## src/rtl/l2_cacheline_adapter.sv

```systemverilog
// l2_cacheline_adapter
//   Splits a 256-bit L2 line transfer into BURSTS memory beats of BW = 256/BURSTS bits.
//   L2 side : clk, rst, line_i, line_o, address_i, read_i, write_i, resp_o
//   Mem side: burst_i, burst_o, address_o, read_o, write_o, resp_i
//   Optional: define L2_ADAPTER_PERF_CNT_EN to add read_count_o / write_count_o,
//             32-bit wrapping counts of completed read / write line transfers.
module l2_cacheline_adapter #(
  parameter int BURSTS = 4
) (
  input  logic                  clk,
  input  logic                  rst,
  input  logic [255:0]          line_i,
  output logic [255:0]          line_o,
  input  logic [31:0]           address_i,
  input  logic                  read_i,
  input  logic                  write_i,
  output logic                  resp_o,
  input  logic [256/BURSTS-1:0] burst_i,
  output logic [256/BURSTS-1:0] burst_o,
  output logic [31:0]           address_o,
  output logic                  read_o,
  output logic                  write_o,
  input  logic                  resp_i
`ifdef L2_ADAPTER_PERF_CNT_EN
  ,
  output logic [31:0]           read_count_o,
  output logic [31:0]           write_count_o
`endif
);

  localparam int BW = 256 / BURSTS;
  localparam int CW = (BURSTS > 1) ? $clog2(BURSTS) : 1;

  typedef enum logic [1:0] {
    S_IDLE,
    S_READ,
    S_WRITE,
    S_DONE
  } state_t;

  state_t          r_state;
  logic [CW-1:0]   r_cnt;
  logic [255:0]    r_wline;
  logic [255:0]    r_line;
  logic [31:0]     r_addr;
  logic            r_read;
  logic            r_write;
  logic            r_resp;
  logic            r_is_read;
  logic            w_last;
`ifdef L2_ADAPTER_PERF_CNT_EN
  logic [31:0]     r_rd_count;
  logic [31:0]     r_wr_count;
`endif

  assign w_last = (r_cnt == CW'(BURSTS - 1));

  always_ff @(posedge clk or posedge rst) begin
    if (rst) begin
      r_state   <= S_IDLE;
      r_cnt     <= '0;
      r_wline   <= '0;
      r_line    <= '0;
      r_addr    <= '0;
      r_read    <= 1'b0;
      r_write   <= 1'b0;
      r_resp    <= 1'b0;
      r_is_read <= 1'b0;
`ifdef L2_ADAPTER_PERF_CNT_EN
      r_rd_count <= '0;
      r_wr_count <= '0;
`endif
    end else begin
      r_resp <= 1'b0;
      case (r_state)
        S_IDLE: begin
          // Read has priority when both requests are high.
          if (read_i) begin
            r_state   <= S_READ;
            r_addr    <= address_i & ~32'h1F;
            r_cnt     <= '0;
            r_read    <= 1'b1;
            r_is_read <= 1'b1;
          end else if (write_i) begin
            r_state   <= S_WRITE;
            r_addr    <= address_i & ~32'h1F;
            r_wline   <= line_i;
            r_cnt     <= '0;
            r_write   <= 1'b1;
            r_is_read <= 1'b0;
          end
        end
        S_READ: begin
          if (resp_i) begin
            r_line[r_cnt*BW +: BW] <= burst_i;
            r_cnt <= r_cnt + 1'b1;
            if (w_last) begin
              r_state <= S_DONE;
              r_read  <= 1'b0;
              r_resp  <= 1'b1;
            end
          end
        end
        S_WRITE: begin
          if (resp_i) begin
            r_cnt <= r_cnt + 1'b1;
            if (w_last) begin
              r_state <= S_DONE;
              r_write <= 1'b0;
              r_resp  <= 1'b1;
            end
          end
        end
        S_DONE: begin
          r_state <= S_IDLE;
`ifdef L2_ADAPTER_PERF_CNT_EN
          if (r_is_read) r_rd_count <= r_rd_count + 32'd1;
          else           r_wr_count <= r_wr_count + 32'd1;
`endif
        end
        default: r_state <= S_IDLE;
      endcase
    end
  end

  // Write beat is a live slice of the latched line, so it only moves when cnt does.
  assign burst_o   = r_wline[r_cnt*BW +: BW];
  assign line_o    = r_line;
  assign address_o = r_addr;
  assign read_o    = r_read;
  assign write_o   = r_write;
  assign resp_o    = r_resp;
`ifdef L2_ADAPTER_PERF_CNT_EN
  assign read_count_o  = r_rd_count;
  assign write_count_o = r_wr_count;
`endif

endmodule

```

## config.mk

```make
export PLATFORM = sky130hd
export DESIGN_NAME = l2_cacheline_adapter
export DESIGN_NICKNAME = d
export VERILOG_FILES = /design/src/rtl/l2_cacheline_adapter.sv
export SDC_FILE = /design/constraint.sdc
export NUM_CORES = 1
export LEC_CHECK = 0
export BUFFER_PORTS_ARGS = -buffer_cell sky130_fd_sc_hd__buf_2
export CELL_PAD_IN_SITES_DETAIL_PLACEMENT = 1
export CELL_PAD_IN_SITES_GLOBAL_PLACEMENT = 1
export CORE_AREA = 4 4 279 281
export DETAILED_ROUTE_END_ITERATION = 7
export DIE_AREA = 0 0 283 285
export HOLD_SLACK_MARGIN = 0.12
export PLACE_DENSITY_LB_ADDON = 0.2
export SKIP_CTS_REPAIR_TIMING = 1
export SLEW_MARGIN = 20
export SYNTH_ARGS = -nofsm -noshare
export SYNTH_HDL_FRONTEND = slang
export SYNTH_SLANG_ARGS = --single-unit
```

## constraint.sdc

```tcl
create_clock -name clk -period 16.9 [get_ports clk]
set_clock_uncertainty 0.05 [all_clocks]
set_input_delay 0.845 -clock clk [delete_from_list [all_inputs] [get_ports clk]]
set_output_delay 0.845 -clock clk [all_outputs]
set_load 0.02 [all_outputs]
```

==> Word-level counts from Yosys, hierarchy flattened <==
Cells that the tools add are included.
{ "classes": {"mux": 22, "bitwise": 1, "n_reduce_logical": 13, "n_shift": 3, "n_eq_ne": 14, "n_addsub": 2} }
{ "ops": {"columns": ["op", "n"], "rows": [
  ["bitwise mux 256 bit", 1],
  ["variable shift 64 x 34 -> 256 bit (first input constant)", 1],
  ["indexed part select 256 x 9 -> 64 bit", 1],
  ["indexed part select 64 x 34 -> 256 bit", 1],
  ["two-way mux 32 bit", 2],
  ["negator 8 -> 34 bit", 1],
  ["two-way mux 2 bit", 7],
  ["!= test 2 bit (second input constant)", 7],
  ["AND reduction 3 bit", 3],
  ["two-way mux 1 bit", 8],
  ["nonzero test 2 bit", 4],
  ["equality test 2 bit (second input constant)", 3],
  ["one-hot mux 2 bit (3 select lines)", 1],
  ["AND reduction 5 bit", 1],
  ["!= test 2 x 1 -> 1 bit (second input constant)", 2],
  ["one-hot mux 1 bit (2 select lines)", 2],
  ["one-hot mux 2 bit (2 select lines)", 1],
  ["AND reduction 2 bit", 2],
  ["AND reduction 4 bit", 1],
  ["!= test 3 bit (second input constant)", 1],
  ["adder 2 x 1 -> 2 bit (second input constant)", 1],
  ["equality test 2 x 1 -> 1 bit (second input constant)", 1],
  ["logical NOT 2 bit", 1],
  ["OR reduction 2 bit", 1],
  ["NOT 1 bit", 1]
]} }
{ "totals": {"in_bits": 357, "regBits": 551} }

==> Longest topological paths before layout <==
Gate-level depths: netlist (run 1).
{ "depth": {"word_depth": 4, "mapped_depth": 10, "ltp_nobuf": 5} }

==> Least setup slack after synthesis (run 1) <==
No wires, ideal clock.
{ "synth_path": {"path_kind": "register to output", "startpoint": "register r_cnt[0]", "endpoint": "output port burst_o[0]", "stages_incl_launch_ff": 5, "slack_ps": 14457, "arrival_time_ps": 1548, "path_buffers": 3, "t_required_ps": 16005, "cell_sequence": "dfrtp_1 buf_2 buf_4 buf_4 mux4_2"} }
{ "synth_between": {"elab_chain_cells": 1} }
{ "synth_rtl": {"columns": ["element", "line_no", "rtl"], "rows": [
  ["from (decl)", "42", "logic [CW-1:0] r_cnt;"],
  ["from (signal assigned)", "96", "r_cnt <= r_cnt + 1'b1;"],
  ["from (signal assigned)", "106", "r_cnt <= r_cnt + 1'b1;"],
  ["indexed part select 256 x 9 -> 64 bit", "127", "assign burst_o = r_wline[r_cnt*BW +: BW];"],
  ["to (decl)", "19", "output logic [256/BURSTS-1:0] burst_o,"]
]} }
No other way between the ends.

==> Worst setup path in the final report (run 1) <==
{ "layout_path": {"startpoint": "register r_state[0]", "endpoint": "register r_wline[85]"} }
{ "layout_between": {"elab_chain_cells": 2} }
{ "layout_rtl": {"columns": ["element", "line_no", "rtl"], "rows": [
  ["from (decl)", "41", "state_t r_state;"],
  ["from (signal assigned)", "60", "r_state <= S_IDLE;"],
  ["from (signal assigned)", "79", "r_state <= S_READ;"],
  ["from (signal assigned)", "85", "r_state <= S_WRITE;"],
  ["logical NOT 2 bit", "75", "case (r_state)"],
  ["AND reduction 3 bit (no source line)", null, null],
  ["to (signal assigned)", "87", "r_wline <= line_i;"],
  ["to (decl)", "43", "logic [255:0] r_wline;"]
]} }
No other way between the ends.
A chain may end at the register's enable or synchronous reset.

==> results of run 1 <==
==> cells in the mapped netlist <==
master	count
ha_1	11
o21ai_0	2
nor4_2	1
mux4_2	64
dfrtp_1	546
o211ai_1	1
nor3b_1	1
a221oi_1	1
a22o_1	200
nor2_1	1
o22ai_1	1
mux2_1	246
inv_2	1
o21ai_2	1
nor3_2	2
buf_6	6
conb_1	1
a21oi_1	2
nand3b_1	1
nor4b_1	2
nand3_1	6
buf_2	52
nand2_1	117
o2bb2ai_1	1
nand2b_1	2
o21ai_1	56
mux2_2	37
buf_4	19
and3_1	1
inv_1	7
nor4b_2	1
nor2b_1	1
o31ai_1	2
or2_2	1
clkbuf_1	29
mux2i_1	3
a31oi_1	1
buf_1	7
==> worst register-to-register path, delay by kind of cell (launching register included) <==
kind	cells	cell delay, ps
AND/OR/NAND/NOR	1	120
multiplexers	1	450
flip-flops	1	380
buffers and inverters	6	3060
adder cells (fa/ha/maj)	1	310
==> area by class of cell <==
| class | instances | area share (%) |
|---|---|---|
| Clock inverter | 19 | 1.02 |
| Sequential cell | 546 | 48.2 |
| Clock buffer | 92 | 6.32 |
| Timing Repair Buffer | 722 | 13.1 |
| Inverter | 8 | 0.132 |
| Antenna cell | 10 | 0.0883 |
| Tap cell | 978 | 4.32 |
| Multi-Input combinational cell | 771 | 26.8 |
==> flip-flops by register name (all words and copies together), names as in the netlist <==
signal	flops
r_state	2
line_o	256
write_o	1
address_o	27
r_cnt	2
read_o	1
r_wline	256
resp_o	1
==> power by group through the flow <==
stage	clock, W	combinational, W	sequential, W
finish	0.00139	0.00163	0.00199
global route	0.00149	0.00174	0.00204
CTS	0.00143	0.00166	0.00199
detailed placement	0	0.00166	0.00201
global placement	0	0.00162	0.00198
floorplan	0	0.000974	0.00206
==> cells by family (layout without fill, tap and decap cells) <==
| group | after synthesis | in the layout | share of synthesized area [%] |
|---|---|---|---|
| AOI/OAI and AO/OA | 268 | 268 | 9.70 |
| buffers and inverters | 121 | 841 | 2.92 |
| and+or+nand+nor | 137 | 137 | 2.68 |
| adders and majority gates | 11 | 11 | 0.631 |
| other | 1 | 15 | 0.0172 |
| DFF | 546 | 546 | 62.7 |
| muxes | 350 | 350 | 21.4 |
==> layer usage <==
metal	vias to the layer above	GRT usage, %	part of all wire [%]
li1	6617	-	-
met2	451	32.6	52
met3	142	4.65	5.7
met5	-	0	0.090
met1	7931	21.6	39
met4	10	7.12	3.8
==> through the flow <==
step	area, µm²	hold slack (ps)
3_3_place_gp	26200	414
4_1_cts	28300	332
2_1_floorplan	21800	409
5_1_grt	28300	353
6_report	28300	359
3_5_place_dp	26200	422
==> worst paths after layout <==
path,slack [ps],start,end
worst max-delay path,12410,r_state[0],r_wline[85]
worst min-delay path,360,rst,line_o[78]
worst max register to register,12410,r_state[0],r_wline[85]
worst min register to register,430,line_o[222],line_o[222]
max in group asynchronous,14050,rst,r_cnt[1]
min in group clk,390,line_i[209],r_wline[209]
==> out/qor.yml, run 1 <==
clkTransAtPathRegs_ps: 60
regArea_um2: 13700
period_minus_slack_ps: 4490
critical_path_s_most_frequent_cell: "buf_4"
power.share.sequential_pct: 39.8
start_util_pct: 28.9
final_core_utilization_pct: 37.6
grt_antenna_before_repair: 18
critical_path_required_ps: 17330
syn_to_final_growth_pct: 30.1
finish.cell_count_without_fillers: 3146
critical_path_cell_count: 9
floorplan.die_area_um2: 80700
relSlewSlack_pct: 28.0
critical-path-top-delay-family: "buffers and inverters"
synth.lib_cells_used.distinct: 38
fp.dieW_um: 283
synth.cell_area_um2: 21800
grt_setup_unrepaired: "false"
timing.critical_path.cells: "inv_1, ha_1, nand3b_1, buf_4, buf_4, buf_4, buf_16, buf_4, mux2_1"
setup-tns-final_ps: 0
vias: 15200
hold_class: "primary input to async pin"
post_drt_wl_per_cell_um: 24.3
pin_count_of_the_biggest_net_entering_global_routing: 164
maximum_root_to_sink_buffer_count: 3
global_route_wire_length_before_repair_um: 114000
timing_max_transition_violations_final: 0
setup.worst_path.start_class: "flip-flop"
achievable-frequency_mhz: 223
p_comb_share_pct: 32.5
netlist.area_leader.share_pct: 62.7
fillerInstances: 8077
finalNetCount: 2478
synth_seq_area_share_pct: 62.7
detail_route.drc_violations: 0
avgSynthCellArea_um2: 15.2
core_region_area_um2: 75400
power_density_nw_per_um2: 176
critical_path.n_buffers_inverters: 6
smallest_setup_slack_after_layout_ps: 12410
grtUsageTotal_pct: 18.5
clkPwrFrac_pct: 27.7
net-switching-power_w: 0.00171
worst_path_largest_cell_delay_ps: 870
yosys_register_bits: 546
place_ws_ps: 11840
synth.top_cells.by_area: "dfrtp_1 63%, mux2_1 13%, a22o_1 8.0%"
numCtsBuffers: 61
first_iter_violations: 597
timing.max_cap.violations: 0
h-tree-depth: 2
clock_latency_ps: 610
count_of_final_setup_violators: 0
tritoncts: "done"
die-height_um: 285
gpl.final_weighted_congestion: 0.802
r2r_cell_count: 9
critical_path_class: "flip-flop to flip-flop"
power.share.switching_pct: 34.1
commonest_non_fill_non_tap_cells_in_the_layout: "701 x buf_2, 544 x dfrtp_1, 246 x mux2_1, 200 x a22o_1, 117 x nand2_1"
antenna_left: 0
synth_cells: 1434
number_of_rows_created_at_floorplan: 101
critical-path-slowest-cell: "buf_4"
max-vdd-ir-drop_mv: 0.0890
drive_above_1_share_pct: 43.3
worstPathArrival_ps: 4920
detail_route.vias_per_cell: 4.82
placed_instance_count: 3023
multi_input_comb_area_um2: 7590
firstDrtPassIters: 5
total_chip_power_w: 0.00500
final_routed_wirelength_across_all_metal_layers_um: 76600
cts_root_buffer: "clkbuf_16"
layout.cells.most_common: "buf_2"
design.portCount: 712
numClockSinks: 546
cp-end-kind: "flip-flop"
tightestPinTransition_ps: 1070
first_global_vias: 16800
status: "finished, final reports clean"
remaining_overflow_grt: 0
internal_portion_of_total_power_w: 0.00330
synth_top_area_cell: "dfrtp_1"
port-buffer-count: 701
hold_viol_final: 0
crit_path_max_fanout: 76
period_share_pct: 26.6
synth.yosys.warnings: 0
post-dp-hpwl_um: 54500
power.static_leakage_nw: 13.9
Note: power is estimated with default switching activity, not from simulation.
==> inputs of run 2 (changes only) <==
ABC_AREA = 1   (was default)
clock period = 4.5 ns   (was 16.9 ns; I/O delays follow)
==> run 2 against run 1 <==
Effect of this change: worst setup slack lost 11000 ps; non-clock buffer count is 367 higher; register-to-register slack lost 11000 ps; worst hold slack got worse by 38 ps.
==> out/qor.yml, run 2 <==
critical-path-slowest-cell: "buf_4"
smallest_setup_slack_after_layout_ps: 985  # -11,420 ps
synth_adder_area_share_pct: 0.580  # -0.051 points
detail_route.vias_per_cell: 4.67  # -3.0%
critical_path.n_buffers_inverters: 3  # -3
number_of_rows_created_at_floorplan: 101  # unchanged
synth.lib_cells_used.distinct: 22  # -42%
timing_max_transition_violations_final: 0  # unchanged
synthFlopType: "dfrtp_1"
fillerInstances: 9123  # +13%
hold_class: "primary input to flip-flop"
first_iter_violations: 1297  # +120%
critical_path_required_ps: 4220  # -13,110 ps
pin_count_of_the_biggest_net_entering_global_routing: 178  # +8.5%
syn_to_final_growth_pct: 41.5
finalHoldWorstSlack_ps: 322  # -37.8 ps
grt_antenna_before_repair: 23  # +5
maximum_root_to_sink_buffer_count: 3  # unchanged
synth_cells: 2844  # +98%
remaining_overflow_grt: 0  # unchanged
placed_instance_count: 4383  # +45%
netlist.area_leader.share_pct: 57.6  # -5.1 points
port-buffer-count: 701  # unchanged
cts_root_buffer: "clkbuf_16"
r2r_end: "line_o[79]"
crit_path_max_fanout: 71  # -6.6%
timing.critical_path.cells: "inv_6, buf_4, o211ai_1, nand2_1, buf_2"
layout.cells.most_common: "nand2_1"
period_minus_slack_ps: 3510
status: "finished, final reports clean"
critical_path_class: "flip-flop to output pin"
final_core_utilization_pct: 44.5  # +6.9 points
antenna_left: 0  # unchanged
cp-end-kind: "output pin"
relSlewSlack_pct: 29.5  # +1.5 points
setup-tns-final_ps: 0  # unchanged
grtUsageTotal_pct: 22.5  # +4.0 points
post_synth_most_frequent_cells: "917 x nand2_1, 546 x dfrtp_1, 332 x inv_1"
post_synth_and_or_nand_nor_area_fraction_pct: 21.1  # +18 points
achievable-frequency_mhz: 285
hold_viol_final: 0  # unchanged
fp.dieW_um: 283  # unchanged
dominant_combinational_cell_family_by_area_after_synthesis: "simple AND/OR/NAND/NOR gates"
finish.cell_count_without_fillers: 4854  # +54%
synth.cell_area_um2: 23700  # +8.8%
count_of_final_setup_violators: 0  # unchanged
synthMuxAreaShare_pct: 0  # -21 points
commonest_non_fill_non_tap_cells_in_the_layout: "916 x nand2_1, 701 x buf_2, 546 x dfrtp_1, 351 x dlygate4sd3_1, 330 x inv_1"
post_drt_wl_per_cell_um: 20.2  # -17%
gpl.final_weighted_congestion: 0.836  # +4.3%
synthXorXnorAreaFrac_pct: 0  # unchanged
die-height_um: 285  # unchanged
synth_edf_count: 0  # unchanged
setup.worst_path.start_class: "flip-flop"
clock_latency_ps: 580  # -30 ps
avgSynthCellArea_um2: 8.34  # -45%
period_share_pct: 78.1
grt_setup_unrepaired: "false"
vias: 22700  # +50%
synth.top_cells.by_area: "dfrtp_1 58%, nand2_1 15%, inv_1 5.3%"
critical-path-top-delay-family: "buffers and inverters"
multi_input_comb_area_um2: 7940  # +4.6%
worst_path_largest_cell_delay_ps: 760  # -110 ps
r2r_slack_ps: 1530  # -10,880 ps
hold_depth: 4
numCtsBuffers: 66  # +8.2%
first_global_vias: 21800  # +30%
tightestPinTransition_ps: 1060  # -18.6 ps
share_of_synthesized_flip_flops_with_an_asynchronous_set_or_reset_pct: 100  # unchanged
synth_top_area_cell: "dfrtp_1"
min_to: "address_o[12]"
worstPathArrival_ps: 3240  # -1680 ps
clkTransAtPathRegs_ps: 60  # about the same
r2r_cell_count: 7  # -2
max-vdd-ir-drop_mv: 0.336  # +280%
place_ws_ps: 1470  # -10,370 ps
firstDrtPassIters: 5  # unchanged
synth.most_common_cell: "nand2_1"
synth.yosys.warnings: 0  # unchanged
synth_seq_area_share_pct: 57.6  # -5.1 points
final_routed_wirelength_across_all_metal_layers_um: 98000  # +28%
worstReg2RegStart: "r_cnt[0]"
drive_above_1_share_pct: 22.0  # -21 points
power.static_leakage_nw: 18.7  # +34%
h-tree-depth: 3  # +1
start_util_pct: 31.4  # +2.6 points
regArea_um2: 13700  # about the same
detail_route.drc_violations: 0  # unchanged
numClockSinks: 546  # unchanged
global_route_wire_length_before_repair_um: 139000  # +22%
power_density_nw_per_um2: 603  # +240%
min_from: "address_i[12]"
timing.max_cap.violations: 0  # unchanged
core_region_area_um2: 75400  # unchanged
yosys_register_bits: 546  # unchanged
finalNetCount: 4192  # +69%
floorplan.die_area_um2: 80700  # unchanged
design.portCount: 712  # unchanged
post-dp-hpwl_um: 66800  # +23%
tritoncts: "done"
synthesized_area_fraction_occupied_by_ao_oa_aoi_and_oai_cells_pct: 11.6  # +1.9 points
## run 2: cell types whose count changed after synthesis, sizes merged, moves of 64 or more
cell	change
inv	+330
mux2	-283
nand3	+130
a22o	-200
nor2	+167
mux4	-64
nand2	+803
o21ai	+215
a21oi	+176
## run 2: worst max-delay path by stage
stage | startpoint | endpoint | cells after the start
after floorplan | rst | address_o[10] | 1
after global placement | r_cnt[0] | line_o[92] | 7
after detailed placement | r_cnt[0] | line_o[64] | 7
after CTS | r_cnt[1] | burst_o[35] | 5
after global routing | r_cnt[1] | burst_o[35] | 5
final | r_cnt[1] | burst_o[35] | 5
## run 2: layer usage
metal | GRT usage (%) | routed length (µm) | vias up
met4 | 8.40 | 3230 | 12
li1 | - | - | 10900
met3 | 7.05 | 5960 | 157
met1 | 26.3 | 39100 | 11000
met5 | 0 | 78 | -
met2 | 38.8 | 49700 | 623
## run 2: layout make-up
type | count | area share, %
inverter | 338 | 3.83
multi-input combinational | 1783 | 23.7
clock buffer | 90 | 5.43
timing repair buffer | 1089 | 22.2
tap | 978 | 3.65
sequential | 546 | 40.7
antenna | 13 | 0.0969
clock inverter | 17 | 0.462
## run 2: cell families (layout without fill, tap and decap cells)
logic type / after synthesis / count (layout)
adder cells (fa/ha/maj): 11 / 11
buffers and inverters: 519 / 1534
AND/OR/NAND/NOR: 1251 / 1251
other: 1 / 18
AO/OA/AOI/OAI: 516 / 516
flip-flops: 546 / 546
## run 2: tightest hold or removal path: stages
cell	delay (ps)
dlygate4sd3_1	520
buf_2	90
nand2_1	40
nand2_1	50
## run 2: report_power, final
part	internal (W)	switching, W
clock	0.00289	0.00216
combinational	0.00243	0.00551
sequential	0.00653	0.000735
total	0.0118	0.00840
## run 2: stage by stage
| stage | cell area, µm² | power (W) |
|---|---|---|
| floorplan | 23700 | 0.0121 |
| global placement | 28000 | 0.0149 |
| detailed placement | 28000 | 0.0150 |
| CTS | 30000 | 0.0202 |
| global route | 33500 | 0.0216 |
| finish | 33600 | 0.0202 |
